<file path="src/rtl/idelay_ctrl_mc.sv">
// rtl/idelay_ctrl_mc.sv - multi-channel delay-tap controller with activity watchdog
// Taps only move while calibrated; a stalled reference drops RDY until it resumes and recalibrates.
module idelay_ctrl_mc #(
   parameter int NUM_CH     = 4,
   parameter int TAP_W      = 5,
   parameter int MAX_TAP    = 31,
   parameter int INIT_TAP   = 0,
   parameter int CAL_CYCLES = 64,
   parameter int TIMEOUT    = 16
) (
   input  logic                      refclk_in,
   input  logic                      rst_n,
   input  logic                      cal_rst,
   input  logic                      alive,
   input  logic [NUM_CH-1:0]         ce,
   input  logic [NUM_CH-1:0]         inc,
   input  logic [NUM_CH-1:0]         ld,
   input  logic [NUM_CH*TAP_W-1:0]   ld_val,
   output logic                      rdy,
   output logic [NUM_CH*TAP_W-1:0]   tap,
   output logic [NUM_CH-1:0]         sat,
   output logic [7:0]                lost_cnt
);

   localparam int WD_W  = (TIMEOUT > 2) ? $clog2(TIMEOUT) : 1;
   localparam int CAL_W = (CAL_CYCLES > 2) ? $clog2(CAL_CYCLES) : 1;
   localparam logic [WD_W-1:0]  WD_LAST  = WD_W'(TIMEOUT - 1);
   localparam logic [CAL_W-1:0] CAL_LAST = CAL_W'(CAL_CYCLES - 1);
   localparam logic [TAP_W-1:0] MAX_T    = TAP_W'(MAX_TAP);
   localparam logic [TAP_W-1:0] INIT_T   = TAP_W'(INIT_TAP);

   typedef enum logic [1:0] {ST_CAL, ST_READY, ST_LOST} state_t;

   state_t             state, state_n;
   logic               alive_q;
   logic [WD_W-1:0]    wd_cnt, wd_n;
   logic [CAL_W-1:0]   cal_cnt, cal_n;
   logic [TAP_W-1:0]   tap_q [NUM_CH];
   logic [TAP_W-1:0]   tap_n [NUM_CH];
   logic [NUM_CH-1:0]  sat_n;
   logic               tog, expiry, cmd_en, enter_lost;

   assign tog        = alive ^ alive_q;
   assign expiry     = !tog && (wd_cnt == WD_LAST);
   assign cmd_en     = (state == ST_READY) && !cal_rst;
   assign enter_lost = (state_n == ST_LOST) && (state != ST_LOST);
   assign rdy        = (state == ST_READY);

   always_comb begin
      state_n = state;
      cal_n   = cal_cnt;
      // Watchdog parks at its last value so a long stall in LOST cannot wrap it.
      wd_n    = tog ? '0 : ((wd_cnt == WD_LAST) ? wd_cnt : wd_cnt + WD_W'(1));
      if (cal_rst) begin
         state_n = ST_CAL;
         cal_n   = '0;
         wd_n    = '0;
      end else begin
         case (state)
            ST_CAL: begin
               if (expiry) begin
                  state_n = ST_LOST;
                  cal_n   = '0;
               end else if (cal_cnt == CAL_LAST) begin
                  state_n = ST_READY;
                  cal_n   = '0;
               end else begin
                  cal_n = cal_cnt + CAL_W'(1);
               end
            end
            ST_READY: if (expiry) state_n = ST_LOST;
            ST_LOST: begin
               if (tog) begin
                  state_n = ST_CAL;
                  cal_n   = '0;
               end
            end
            default: state_n = ST_CAL;
         endcase
      end
   end

   always_comb begin
      for (int ch = 0; ch < NUM_CH; ch++) begin
         tap_n[ch] = tap_q[ch];
         sat_n[ch] = 1'b0;
         if (cal_rst) begin
            tap_n[ch] = INIT_T;
         end else if (cmd_en) begin
            if (ld[ch]) begin
               if (ld_val[ch*TAP_W +: TAP_W] > MAX_T) begin
                  tap_n[ch] = MAX_T;
                  sat_n[ch] = 1'b1;
               end else begin
                  tap_n[ch] = ld_val[ch*TAP_W +: TAP_W];
               end
            end else if (ce[ch]) begin
               if (inc[ch]) begin
                  if (tap_q[ch] == MAX_T) sat_n[ch] = 1'b1;
                  else                    tap_n[ch] = tap_q[ch] + TAP_W'(1);
               end else begin
                  if (tap_q[ch] == '0) sat_n[ch] = 1'b1;
                  else                 tap_n[ch] = tap_q[ch] - TAP_W'(1);
               end
            end
         end
      end
   end

   always_ff @(posedge refclk_in or negedge rst_n) begin
      if (!rst_n) begin
         state    <= ST_CAL;
         alive_q  <= 1'b0;
         wd_cnt   <= '0;
         cal_cnt  <= '0;
         sat      <= '0;
         lost_cnt <= 8'd0;
         for (int ch = 0; ch < NUM_CH; ch++) tap_q[ch] <= INIT_T;
      end else begin
         state   <= state_n;
         alive_q <= alive;
         wd_cnt  <= wd_n;
         cal_cnt <= cal_n;
         sat     <= sat_n;
         if (enter_lost && (lost_cnt != 8'hFF)) lost_cnt <= lost_cnt + 8'd1;
         for (int ch = 0; ch < NUM_CH; ch++) tap_q[ch] <= tap_n[ch];
      end
   end

   always_comb begin
      for (int ch = 0; ch < NUM_CH; ch++) tap[ch*TAP_W +: TAP_W] = tap_q[ch];
   end

endmodule
</file>
<file path="config.mk">
export PLATFORM = sky130hd
export DESIGN_NAME = idelay_ctrl_mc
export DESIGN_NICKNAME = d
export VERILOG_FILES = /design/src/rtl/idelay_ctrl_mc.sv
export SDC_FILE = /design/constraint.sdc
export NUM_CORES = 1
export LEC_CHECK = 0
export BUFFER_PORTS_ARGS = -buffer_cell sky130_fd_sc_hd__buf_4
export CAP_MARGIN = 20
export CORE_MARGIN = 8
export CORE_UTILIZATION = 31
export CTS_CLUSTER_DIAMETER = 80
export CTS_CLUSTER_SIZE = 25
export DETAILED_ROUTE_END_ITERATION = 10
export PLACE_DENSITY_LB_ADDON = 0.2
export SLEW_MARGIN = 25
export SYNTH_ARGS = -nofsm -noshare
export SYNTH_HDL_FRONTEND = slang
export SYNTH_SLANG_ARGS = --single-unit
</file>
<file path="constraint.sdc">
create_clock -name refclk_in -period 2.24 [get_ports refclk_in]
set_clock_uncertainty 0.05 [all_clocks]
set_input_delay 0.112 -clock refclk_in [delete_from_list [all_inputs] [get_ports refclk_in]]
set_output_delay 0.112 -clock refclk_in [all_outputs]
set_load 0.02 [all_outputs]
</file>
==> run summary <==
met2 usage in global routing = 0.1934
CP Max Fanout = 8
Fillers = 983
average size of a mapped cell = 9.986 µm²
final slew viol count = 0
final setup TNS = 0 ns
most frequent cells in the layout = buf_4 (71), dfrtp_1 (45), a21oi_1 (25), nand3_1 (23), nor2_1 (20)
IO Pins = 69
Final min period = 1.968 ns
Slew HR = 0.6015
drc violations = 0
TritonRoute pass-1 iters = 4
Gate Count Post-Synth = 313
CP Data Arrival Time = 2.15 ns
Crit path depth = 5
routed len/inst = 15.23 µm
area share of the largest cell type after synthesis = 0.3603
VDD IR max = 381.4 µV
met1 Use GR = 0.1467
CP Capture Type = flip-flop
max_cap viols = 0
R2R Path Start = wd_cnt[0]
share of the yosys chip area belonging to registers = 0.3603
CP required = 2.42 ns
Final setup viols = 0
clock root cell = clkbuf_8
CP Launch Point = wd_cnt[0]
Post-Syn Area = 3125 µm²
outcome = finished clean
Synth area leaders = dfrtp_1 (36%), ha_1 (6.0%), a21oi_1 (4.0%), nand3_1 (3.7%), fa_1 (2.6%)
final WL = 7906 µm
worst min path class = input port to flip-flop
die height = 116.4 µm
Final Hold Vio Count = 0
Core Box Area = 9774 µm²
hpwl dp = 5872 µm
row cnt = 36
register area = 1126 µm²
max incr delay on CP = 0.58 ns
Post-synth EDFFs = 0
Sw Share = 0.2400
Initial Util = 0.3198
Die Wd = 116.4 µm
CTS tree = built
combinational group share of total power = 0.129
placed cell areas = 3792 µm²
power density cells = 461.6 nW/µm²
first-pass GRT wire length = 12900 µm
worst reg2reg path depth = 5
post-route design area = 3946 µm²
vias in the first global route = 2663
vias after detailed routing = 2698
Area Overhead vs Synth = 26.26%
Clk pwr share = 0.401
layout cell share with drive strength beyond 1 = 0.2668
post-synthesis cell type count = 54
LEAKAGE = 1.811 nW
vias per cell = 5.198
Final period util = 0.8785
multi-input logic area = 1926 µm²
Crit-path slowest cell = a2111oi_4
Synthesized Nets = 368
antenna viol nets, final = 0
P_sw = 0.4372 mW
initial antenna violation count = 0
RePlAce Congestion = 0.7955
internal power = 1.384 mW
clock net sink count = 45
Worst Path Class, Setup = flip-flop to flip-flop
global-route usage over all layers = 0.1161
RSZ-0062 raised after global routing = false
Worst-path clk slew = 0.09 ns
largest net degree at the start of global routing = 46
CP delay by family, top = compound AO/OA/AOI/OAI gates
startpoint class of the critical path = flip-flop
Reg power frac = 0.470
H-Tree Depth = 2
maximum clock frequency = 508.2 MHz
reg2reg end = cal_cnt[5]
M3 GR Usage = 0.03102
PortBufs = 68
Synth Flop Type = dfrtp_1
Iter 0 DRT Violations = 175
Slew @ Worst Pin = 0.5978 ns
Seq cells post-synth = 45
clock tree buffer depth = 2
CTS Buf Count = 5
GR peak layer = met2
commonest non-fill, non-tap cell in the layout = buf_4
Cell Chain, Critical Path = ha_1 -> and3_1 -> a2111oi_4 -> a41oi_1 -> a31oi_1
Die Footprint = 13550 µm²
dominant cell type by area after synthesis = dfrtp_1
GRT overflow = 0
Async S/R FF share, synth = 1.000
CP endpoint = cal_cnt[5]
worst reg-to-reg setup slack = 0.27 ns
Worst Path Buf+Inv = 0
# nets final = 440
Synthesis Warnings = 0
worst skew pair latency = 0.30 ns
Ant. Diodes = 0
==> registers in the layout, indices dropped and copies added (netlist names) <==
name / cells
lost_cnt: 8
tap: 20
cal_cnt: 6
alive_q: 1
wd_cnt: 4
sat: 4
state: 2
==> per-layer routing <==
layer  wire length [µm]  vias up
li1                   -     1359
met3                542        7
met5                  0        -
met2               3690       54
met4                 55        0
met1               3618     1278
==> worst min path at each step <==
stage / cells after the start / slack [ns] / from / endpoint
2_1_floorplan: 0 / -0.23 / rst_n / alive_q
3_3_place_gp: 1 / 0.12 / rst_n / lost_cnt[3]
3_5_place_dp: 1 / 0.12 / rst_n / lost_cnt[3]
4_1_cts: 2 / 0.01 / ce[3] / sat[3]
5_1_grt: 2 / 0.008 / ce[3] / sat[3]
6_report: 2 / 0.02 / ce[3] / sat[3]
==> synth_stat cells (all sizes together) (3+ instances only) <==
cell type / n
a211oi: 8
a21oi: 25
a221oi: 9
a31oi: 5
a41oi: 4
and3: 11
and3b: 4
and4: 3
and4b: 4
buf: 3
clkbuf: 5
dfrtp: 45
fa: 4
ha: 15
inv: 11
mux2i: 8
nand2: 19
nand3: 23
nand4: 5
nor2: 20
nor2b: 9
nor3: 4
nor3b: 3
o221ai: 4
o2bb2ai: 9
or2: 3
xnor2: 9
xor2: 6
==> power groups by stage <==
stage | logic [mW] | clock network, mW | registers, mW
finish | 0.235 | 0.731 | 0.856
floorplan | 0.134 | 0 | 0.867
CTS | 0.238 | 0.756 | 0.855
global placement | 0.233 | 0 | 0.871
detailed placement | 0.235 | 0 | 0.871
global route | 0.265 | 0.786 | 0.859
==> area by class of cell <==
type,instances,share of cell area
tap,133,0.04217
clock inverter,3,0.01649
multi-input combinational,249,0.4880
sequential,45,0.2854
inverter,11,0.01046
clock buffer,5,0.01744
timing repair buffer,73,0.1401
==> stage by stage <==
step | utilization | hold slack [ns] | setup WS, ns | power [mW] | instances
finish | 0.4037 | 0.02293 | 0.2721 | 1.822 | 519
global route | 0.4037 | 0.008160 | 0.1027 | 1.910 | 519
CTS | 0.4037 | 0.01281 | 0.2886 | 1.849 | 519
detailed placement | 0.3880 | 0.1153 | 0.3128 | 1.106 | 509
global placement | 0.3880 | 0.1176 | 0.3420 | 1.105 | 509
floorplan | - | -0.2336 | 0.3316 | 1.000 | 313
==> logic make-up after synthesis <==
logic type,share of synthesized area
AOI/OAI and AO/OA,0.2246
buffers and inverters,0.02362
xor gates and xnor gates,0.04444
muxes,0.03283
adders and majority gates,0.08567
and+or+nand+nor,0.2286
DFF,0.3603
==> repair_timing <==
| item | CTS | global route |
|---|---|---|
| setup buffers | 0 | 0 |
| hold buffers | 2 | 0 |
| endpoints found under the hold margin | 46 | 0 |
| resized for setup | 0 | 0 |
Power figures use the tool's default switching activity.
